--- src/rtl/ram_if_pkg.sv ---
// Shared encodings for the RAM port arbiter: FSM states, grant owner,
// RAM transfer size codes and the grant selection rule.
package ram_if_pkg;

  typedef enum logic [1:0] {
    ST_IDLE   = 2'd0,
    ST_ACCESS = 2'd1,
    ST_DONE   = 2'd2
  } state_e;

  typedef enum logic {
    GNT_IF = 1'b0,
    GNT_D  = 1'b1
  } grant_e;

  localparam logic [1:0] SIZE_BYTE = 2'b00;
  localparam logic [1:0] SIZE_HALF = 2'b01;
  localparam logic [1:0] SIZE_WORD = 2'b10;

  // A lone request wins outright; on a conflict the requester that did not
  // win last time is served, so the two sides alternate under contention.
  function automatic grant_e pick_grant(input logic   if_req,
                                        input logic   d_req,
                                        input grant_e last);
    if (if_req && d_req) begin
      return (last == GNT_D) ? GNT_IF : GNT_D;
    end else if (if_req) begin
      return GNT_IF;
    end else begin
      return GNT_D;
    end
  endfunction

endpackage

--- src/rtl/mfc_timeout_counter.sv ---
// Counts ACCESS cycles and flags the cycle on which the RAM has used up its
// full allowance of TIMEOUT cycles without answering.
module mfc_timeout_counter #(
  parameter int TIMEOUT = 15
) (
  input  logic clk_i,
  input  logic rst_i,
  input  logic clr_i,
  input  logic en_i,
  output logic expired_o
);

  localparam int CNT_W = $clog2(TIMEOUT + 1);
  localparam logic [CNT_W-1:0] LAST = CNT_W'(TIMEOUT - 1);

  logic [CNT_W-1:0] cnt_q;
  logic [CNT_W-1:0] cnt_d;

  // The count equals the number of completed enabled cycles, so the
  // TIMEOUT-th enabled cycle is the one that sees LAST.
  assign expired_o = en_i && (cnt_q == LAST);

  // Next count: clear wins, otherwise advance and hold once expired.
  always_comb begin
    cnt_d = cnt_q;
    if (clr_i) begin
      cnt_d = '0;
    end else if (en_i && !expired_o) begin
      cnt_d = cnt_q + 1'b1;
    end
  end

  // Counter register.
  always_ff @(posedge clk_i) begin
    if (rst_i) begin
      cnt_q <= '0;
    end else begin
      cnt_q <= cnt_d;
    end
  end

endmodule

--- src/rtl/ram_port_arbiter.sv ---
// Shares one RAM port between instruction fetch and data load/store.
// Latches the winning request, runs the MFA/MFC handshake with a timeout,
// captures read data and holds a level acknowledge until the request drops.
module ram_port_arbiter
  import ram_if_pkg::*;
#(
  parameter int ADDR_W  = 9,
  parameter int DATA_W  = 32,
  parameter int TIMEOUT = 15
) (
  input  logic              Clk,
  input  logic              reset,
  input  logic              ifReq,
  input  logic [ADDR_W-1:0] ifAddress,
  output logic              ifAck,
  output logic [DATA_W-1:0] ifData,
  input  logic              dReq,
  input  logic              dRW,
  input  logic [1:0]        dSize,
  input  logic [ADDR_W-1:0] dAddress,
  input  logic [DATA_W-1:0] dWrData,
  output logic              dAck,
  output logic [DATA_W-1:0] dRdData,
  output logic              busErr,
  output logic              ramMFA,
  output logic              ramRW,
  output logic [1:0]        ramDataSize,
  output logic [ADDR_W-1:0] ramAddress,
  output logic [DATA_W-1:0] ramWrData,
  input  logic [DATA_W-1:0] ramRdData,
  input  logic              ramMFC
);

  state_e            state_q, state_d;
  grant_e            grant_q, grant_d;
  grant_e            last_q, last_d;
  logic              rw_q, rw_d;
  logic [1:0]        size_q, size_d;
  logic [ADDR_W-1:0] addr_q, addr_d;
  logic [DATA_W-1:0] wdata_q, wdata_d;
  logic [DATA_W-1:0] if_data_q, if_data_d;
  logic [DATA_W-1:0] d_data_q, d_data_d;
  logic              bus_err_q, bus_err_d;
  logic              granted_req;
  logic              tmo_expired;
  grant_e            pick;

  mfc_timeout_counter #(
    .TIMEOUT (TIMEOUT)
  ) u_tmo (
    .clk_i     (Clk),
    .rst_i     (reset),
    .clr_i     (state_q != ST_ACCESS),
    .en_i      (state_q == ST_ACCESS),
    .expired_o (tmo_expired)
  );

  assign pick        = pick_grant(ifReq, dReq, last_q);
  assign granted_req = (grant_q == GNT_IF) ? ifReq : dReq;

  assign ramMFA      = (state_q == ST_ACCESS);
  assign ramRW       = rw_q;
  assign ramDataSize = size_q;
  assign ramAddress  = addr_q;
  assign ramWrData   = wdata_q;
  assign ifAck       = (state_q == ST_DONE) && (grant_q == GNT_IF);
  assign dAck        = (state_q == ST_DONE) && (grant_q == GNT_D);
  assign ifData      = if_data_q;
  assign dRdData     = d_data_q;
  assign busErr      = bus_err_q;

  // Next-state and register-load logic for the IDLE/ACCESS/DONE sequence.
  always_comb begin
    state_d   = state_q;
    grant_d   = grant_q;
    last_d    = last_q;
    rw_d      = rw_q;
    size_d    = size_q;
    addr_d    = addr_q;
    wdata_d   = wdata_q;
    if_data_d = if_data_q;
    d_data_d  = d_data_q;
    bus_err_d = bus_err_q;
    unique case (state_q)
      ST_IDLE: begin
        if (ifReq || dReq) begin
          grant_d = pick;
          last_d  = pick;
          state_d = ST_ACCESS;
          if (pick == GNT_IF) begin
            rw_d    = 1'b1;
            size_d  = SIZE_WORD;
            addr_d  = ifAddress;
            wdata_d = '0;
          end else begin
            rw_d    = dRW;
            size_d  = dSize;
            addr_d  = dAddress;
            wdata_d = dWrData;
          end
        end
      end
      ST_ACCESS: begin
        // A late MFC on the expiry cycle still counts as a good completion.
        if (ramMFC) begin
          bus_err_d = 1'b0;
          state_d   = ST_DONE;
          if (rw_q) begin
            if (grant_q == GNT_IF) begin
              if_data_d = ramRdData;
            end else begin
              d_data_d = ramRdData;
            end
          end
        end else if (tmo_expired) begin
          bus_err_d = 1'b1;
          state_d   = ST_DONE;
          if (grant_q == GNT_IF) begin
            if_data_d = '0;
          end else begin
            d_data_d = '0;
          end
        end
      end
      ST_DONE: begin
        // Wait for both the requester and the RAM to release their lines.
        if (!granted_req && !ramMFC) begin
          bus_err_d = 1'b0;
          state_d   = ST_IDLE;
        end
      end
      default: begin
        state_d = ST_IDLE;
      end
    endcase
  end

  // State, grant bookkeeping and RAM-side/requester-side output registers.
  always_ff @(posedge Clk) begin
    if (reset) begin
      state_q   <= ST_IDLE;
      grant_q   <= GNT_IF;
      last_q    <= GNT_D;
      rw_q      <= 1'b0;
      size_q    <= 2'b00;
      addr_q    <= '0;
      wdata_q   <= '0;
      if_data_q <= '0;
      d_data_q  <= '0;
      bus_err_q <= 1'b0;
    end else begin
      state_q   <= state_d;
      grant_q   <= grant_d;
      last_q    <= last_d;
      rw_q      <= rw_d;
      size_q    <= size_d;
      addr_q    <= addr_d;
      wdata_q   <= wdata_d;
      if_data_q <= if_data_d;
      d_data_q  <= d_data_d;
      bus_err_q <= bus_err_d;
    end
  end

endmodule
--- config.mk ---
export PLATFORM = sky130hd
export DESIGN_NAME = ram_port_arbiter
export DESIGN_NICKNAME = d
export VERILOG_FILES = /design/src/rtl/ram_if_pkg.sv /design/src/rtl/mfc_timeout_counter.sv /design/src/rtl/ram_port_arbiter.sv
export SDC_FILE = /design/constraint.sdc
export NUM_CORES = 1
export LEC_CHECK = 0
export ABC_AREA = 1
export ABC_CLOCK_PERIOD_IN_PS = 1640
export CORE_ASPECT_RATIO = 2
export CORE_UTILIZATION = 44
export CTS_BUF_LIST = sky130_fd_sc_hd__clkbuf_2
export DETAILED_ROUTE_END_ITERATION = 6
export GPL_TIMING_DRIVEN = 0
export PLACE_DENSITY_LB_ADDON = 0.12
export SETUP_SLACK_MARGIN = 0.2
export SLEW_MARGIN = 20
export SYNTH_ARGS = -nofsm -noshare
export SYNTH_HDL_FRONTEND = slang
export SYNTH_SLANG_ARGS = --single-unit
--- constraint.sdc ---
create_clock -name Clk -period 1.64 [get_ports Clk]
set_input_delay 0.164 -clock Clk [delete_from_list [all_inputs] [get_ports Clk]]
set_output_delay 0.164 -clock Clk [all_outputs]
set_load 0.1 [all_outputs]
==> run summary, run 1 <==
The flow did not finish. The stage where the run came to a stop is global routing (5_1_grt). The first error in the log reads "[ERROR DPL-0038] Utilization greater than 100%, impossible to legalize". The total clock buffers created by CTS came out at 17. CTS placed an instance of sky130_fd_sc_hd__clkbuf_2 at the clock tree root. The most common flop cell mapped by yosys is sky130_fd_sc_hd__dfxtp_1. The maximum number of pins on one net before global-route repair came out at 17. The buffer levels on the longest clock path came out at 2. The share of synthesized area spent on multiplexers is 0. Summed over all instances, the cell type with the most area after synthesis is sky130_fd_sc_hd__dfxtp_1. The share of synthesized area in the top cell type comes to 0.478. The number of I/O pins came out at 202. The fraction of registers with async set or reset after synthesis is 0. The number of distinct standard cells referenced by the synthesized netlist is 26. The count of placed standard cells including taps came out at 1,017.

Sorting the synthesized cells by how often they occur yields sky130_fd_sc_hd__nand2_1 (202), sky130_fd_sc_hd__dfxtp_1 (117), sky130_fd_sc_hd__a21oi_1 (96), sky130_fd_sc_hd__nor2_1 (81), sky130_fd_sc_hd__nand3_1 (67). After global-route timing repair, the worst endpoint was dAck. After synthesis the cells add up to 4900 µm². The die is 151 µm tall. The number of rows created at floorplan came out at 54. The sink count of the clock tree came out at 117.

The area fraction in compound gates after synthesis is 0.136. The share of the Yosys chip area taken by registers is 0.478. The area fraction in and, or, nand and nor cells after synthesis came out at 0.297. The die extent in x is 76.6 µm. The adder-cell share of the synthesized area is 0.00511. The starting utilization of the core area is 0.450. Synthesis produced a netlist whose cell count is 678. The worst slack at placement came out at -900 ps. The total placed instance area is 7120 µm². The routability-driven placement congestion ratio came out at 0.922. The share of the synthesized netlist area taken by xor and xnor gates is 0.00179. Each instance of the synthesized netlist takes up on average 7.22 µm². Yosys mapped a number of flops with a built-in enable equal to 0. After the last repair the worst path ends at a primary output. The number of nets in the synthesized netlist is 770.

Ranked by total cell area, the synthesized netlist is headed by sky130_fd_sc_hd__dfxtp_1 (48%), sky130_fd_sc_hd__nand2_1 (15%), sky130_fd_sc_hd__a21oi_1 (9.8%). After synthesis the netlist holds a flip-flop and latch count of 117. During synthesis, Yosys emitted a total of 0 warnings.

The maximum level of the CTS H-tree is 4. The main combinational cell family by area after synthesis is simple AND/OR/NAND/NOR gates. The count of buffers inserted at the top-level ports came out at 199.

The cell with the most instances after synthesis is sky130_fd_sc_hd__nand2_1. The placed wire-length estimate is 11,900 µm.
## metrics by stage
| step | hold slack [ps] | TNS (ps) |
|---|---|---|
| 2_1_floorplan | 299 | -3860 |
| 3_3_place_gp | 452 | -10640 |
| 3_5_place_dp | 457 | -11850 |
| 4_1_cts | 5.91 | -1240 |
## cells by family after synthesis
family,Yosys count
adder cells (fa/ha/maj),2
buffers and inverters,81
AND/OR/NAND/NOR,357
AO/OA/AOI/OAI,120
XOR/XNOR,1
flip-flops,117
## what timing repair did
| action | CTS |
|---|---|
| setup endpoints to repair | 215 |
| setup buffers | 42 |
| pin swaps | 48 |
| gates resized for setup | 1233 |
| hold buffers | 35 |
| gates cloned | 10 |
| hold endpoints to repair | 36 |
==> run 2: changes to the inputs <==
CORE_ASPECT_RATIO = not set   (was 2)
CORE_UTILIZATION = 40   (was 44)
CTS_BUF_LIST = not set   (was sky130_fd_sc_hd__clkbuf_2)
PLACE_DENSITY_LB_ADDON = 0.15   (was 0.12)
SETUP_SLACK_MARGIN = not set   (was 0.2)
==> run summary, run 2 <==
STA classifies the critical path startpoint as a register. The number of enable flip-flop cells after synthesis is 0. The layout overhead on the synthesized area is 66.4%. The cell taking the most area after synthesis is sky130_fd_sc_hd__dfxtp_1. The hold violation count in the final report came out at 0.

The worst register-to-register path begins at u_tmo.cnt_q[0]. The total congestion overflow after global routing came out at 0. The number of antenna violations at the first check in global routing is 0.

The routed design could run at a clock period as short as 1630 ps. The maximum level of the CTS H-tree is 4. The average detailed-routed wire length per instance came out at 15.0 µm. For this run, the total global-route usage over all layers was measured as 0.255. The maximum clock skew at final layout is 4.12 ps. In this run the most critical hold path is launched from reset. The count of max-cap constraint violations came out at 0. The sink count of the clock tree is 117.

The clock latency at the later pin of the worst-skew pair is 420 ps. Fill cells in the final layout number 980. The placed wire-length estimate is 11,500 µm. The slowest stage of the critical path is the sky130_fd_sc_hd__dfxtp_4 cell. The starting utilization of the core area is 0.410.

The cell with the most instances after synthesis is sky130_fd_sc_hd__nand2_1. The buffer levels on the longest clock path came out at 2. The via density per instance came out at 5.03.

The worst slack at placement is -899 ps. Of the available clock period, the critical path in the final layout requires 0.995. The library cell used most frequently in the layout, excluding fill and tap cells, is sky130_fd_sc_hd__nand2_1.

The largest single stage delay on the critical path is 370 ps. The share of the core filled with cells is 0.682. Of the cells placed in the final design, the portion with a size suffix greater than 1 is 0.249. Setup repair after global routing could not meet its margin everywhere.

The number of synthesis warnings is 0. In this run the power density over the cells is 1140 nW/µm². The routability-driven placement congestion ratio is 0.889. The via count is 5,369. The mean cell area of the mapped netlist is 7.22 µm².

Together, buffers and inverters on the worst path number 3. The kind of end point of the critical path is an output pin. The cell count of the worst reg-to-reg path came out at 10. The final wirelength is 16,000 µm. After technology mapping, the gate count stands at 678. The maximum resistive drop on vdd is 857 µV. The combined area of all synthesized cells came out at 4900 µm². The finished layout cell area is 8150 µm². The full die area is 12,700 µm². For met2 alone, demand over resource in global routing was 0.433. The worst relative slew slack came out at 0.567. The post-route total power is 9.27 mW. Grouping stages by cell kind, the critical path spends the most delay in buffers and inverters. The fraction of registers with async set or reset after synthesis came out at 0. The setup slack of the most critical reg-to-reg path came out at 40 ps.

The static leakage power is 3.25 nW. The slack of the critical path came out at 8.43 ps. Entering global routing, the biggest net connects 17 pins. The antenna diode count is 0. The remaining design rule violation count is 0.

For this run, the detailed router's first-pass iteration total came to 6. The violation count after the first detailed-routing iteration is 372. The most common flop cell mapped by yosys is sky130_fd_sc_hd__dfxtp_1. During placement, the flow inserted port buffers numbering 199.

The area inside the core boundary came out at 12,000 µm². From bottom edge to top edge, the die measures 113 µm. After synthesis, the most frequently instantiated cells are sky130_fd_sc_hd__nand2_1 (202), sky130_fd_sc_hd__dfxtp_1 (117), sky130_fd_sc_hd__a21oi_1 (96), sky130_fd_sc_hd__nor2_1 (81), sky130_fd_sc_hd__nand3_1 (67). Yosys attributes the largest share of cell area to sky130_fd_sc_hd__dfxtp_1 (48%), sky130_fd_sc_hd__nand2_1 (15%), sky130_fd_sc_hd__a21oi_1 (9.8%). The total nets after synthesis came out at 770. The number of cells on the critical path is 4. Leaving out fill and tap cells, the most frequent cells in the layout are sky130_fd_sc_hd__nand2_1 (201), sky130_fd_sc_hd__dfxtp_1 (111), sky130_fd_sc_hd__clkdlybuf4s15_2 (109). The total clock buffers created by CTS is 17. The area share of the largest cell type after synthesis is 0.478.

The run finished with clean final reports. The number of distinct standard cells referenced by the synthesized netlist is 26. The global routing met1 resource utilization came out at 0.289. The synthesized flop and latch total is 117.

The path class of the tightest hold or removal check is input port to register. Along the worst path, the maximum fanout reaches 10. For the worst setup path, the data required time is 1480 ps. In this run the clock root is driven by a sky130_fd_sc_hd__clkbuf_16.

In the global route stage, met3 resource usage came out at 0.0945. The die extent in x is 113 µm. In this run the cell area measured after placement is 7130 µm². The number of rows created at floorplan came out at 40.

The proportion of synthesized chip area in sequential cells came out at 0.478. The final-layout setup total negative slack is 0 ps. The first-pass GRT wire length is 25,200 µm. The number of pins with negative max-slew slack in the final report is 0. The count of antenna-violating nets left after detailed routing came out at 0. The worst hold path terminates at grant_q. TritonCTS built the clock tree. After global routing, the most crowded layer is met2.

The net total in the final layout came out at 1,000. Setup violations remaining at the end of the flow were counted as 0. The number of global-route vias before repair is 5,134. The setup path with the least slack is of type register to output pin. The hold buffer count at CTS came out at 0. Based on the critical path, the design can be clocked at up to 0.613 GHz. The endpoint of the most critical register-to-register path is dRdData[27]. The arrival time reported for the critical path endpoint is 1470 ps. The signal on the critical path passes through clkbuf_4 -> buf_6 -> nor2_4 -> buf_12. The worst hold path cell count came out at 2.

Clock-pin slew was measured on the worst setup and hold paths at 50 ps. In this run the count of I/O pins placed on the die edge is 202. The measured slew at the worst slew-check pin came out at 649 ps.
-- run 2: cell counts after synthesis --
Identical to the previous run, type by type.
-- run 2: final cells by class --
class	count	area (µm²)	area share
clock buffer	22	464	0.0569
sequential	117	2350	0.289
clock inverter	10	105	0.0129
tap	147	184	0.0226
inverter	30	116	0.0143
multi-input combinational	480	2270	0.279
timing repair buffer	212	2320	0.285
buffer	50	333	0.0408
-- run 2: logic make-up (layout without fill, tap and decap cells) --
| group | after synthesis | after routing | share of synthesized area |
|---|---|---|---|
| simple gates | 357 | 357 | 0.297 |
| buf+inv | 81 | 324 | 0.0822 |
| flops | 117 | 117 | 0.478 |
| xor+xnor | 1 | 1 | 0.00179 |
| compound gates | 120 | 120 | 0.136 |
| fa+ha+maj | 2 | 2 | 0.00511 |
-- run 2: layer usage --
metal,part of all wire,wire length (µm)
met1,0.41,6480
met4,0.022,352
met2,0.48,7600
met5,0,0
met3,0.096,1540
-- run 2: stage by stage --
| step | std cells | hold slack, ps |
|---|---|---|
| after floorplan | 678 | 299 |
| after global placement | 1024 | 451 |
| after detailed placement | 1024 | 456 |
| after CTS | 1060 | 80.9 |
| after global routing | 1068 | 104 |
| final | 1068 | 85.1 |
-- run 2: worst reg2reg max path: cells and delay by family, from the launching register on --
family | cells | cell delay [ps]
AOI/OAI and AO/OA | 1 | 150
adders and majority gates | 1 | 160
DFF | 1 | 340
buffers and inverters | 4 | 510
and+or+nand+nor | 4 | 330
-- run 2: how the worst max path moves through the flow --
stage | startpoint | to | slack [ps]
after floorplan | state_q[0] | ifData[10] | -80
after CTS | grant_q | ifAck | 4
after global placement | grant_q | ifAck | -880
after global routing | state_q[1] | ifAck | -30
after detailed placement | grant_q | ifAck | -900
final | grant_q | ifAck | 8
-- run 2: timing repair --
action,in CTS,in global routing
pin swaps,1,3
setup endpoints to repair,177,98
setup buffers,3,6
resized for setup,365,33
cloned,2,2
-- run 2: power breakdown --
| part | total [mW] | internal, mW | switching [mW] | leakage (nW) |
|---|---|---|---|---|
| Combinational | 2.57 | 0.704 | 1.86 | 2.02 |
| Clock | 3.58 | 2.29 | 1.29 | 0.279 |
| Sequential | 3.12 | 3.01 | 0.105 | 0.954 |
Power figures use the tool's default switching activity.
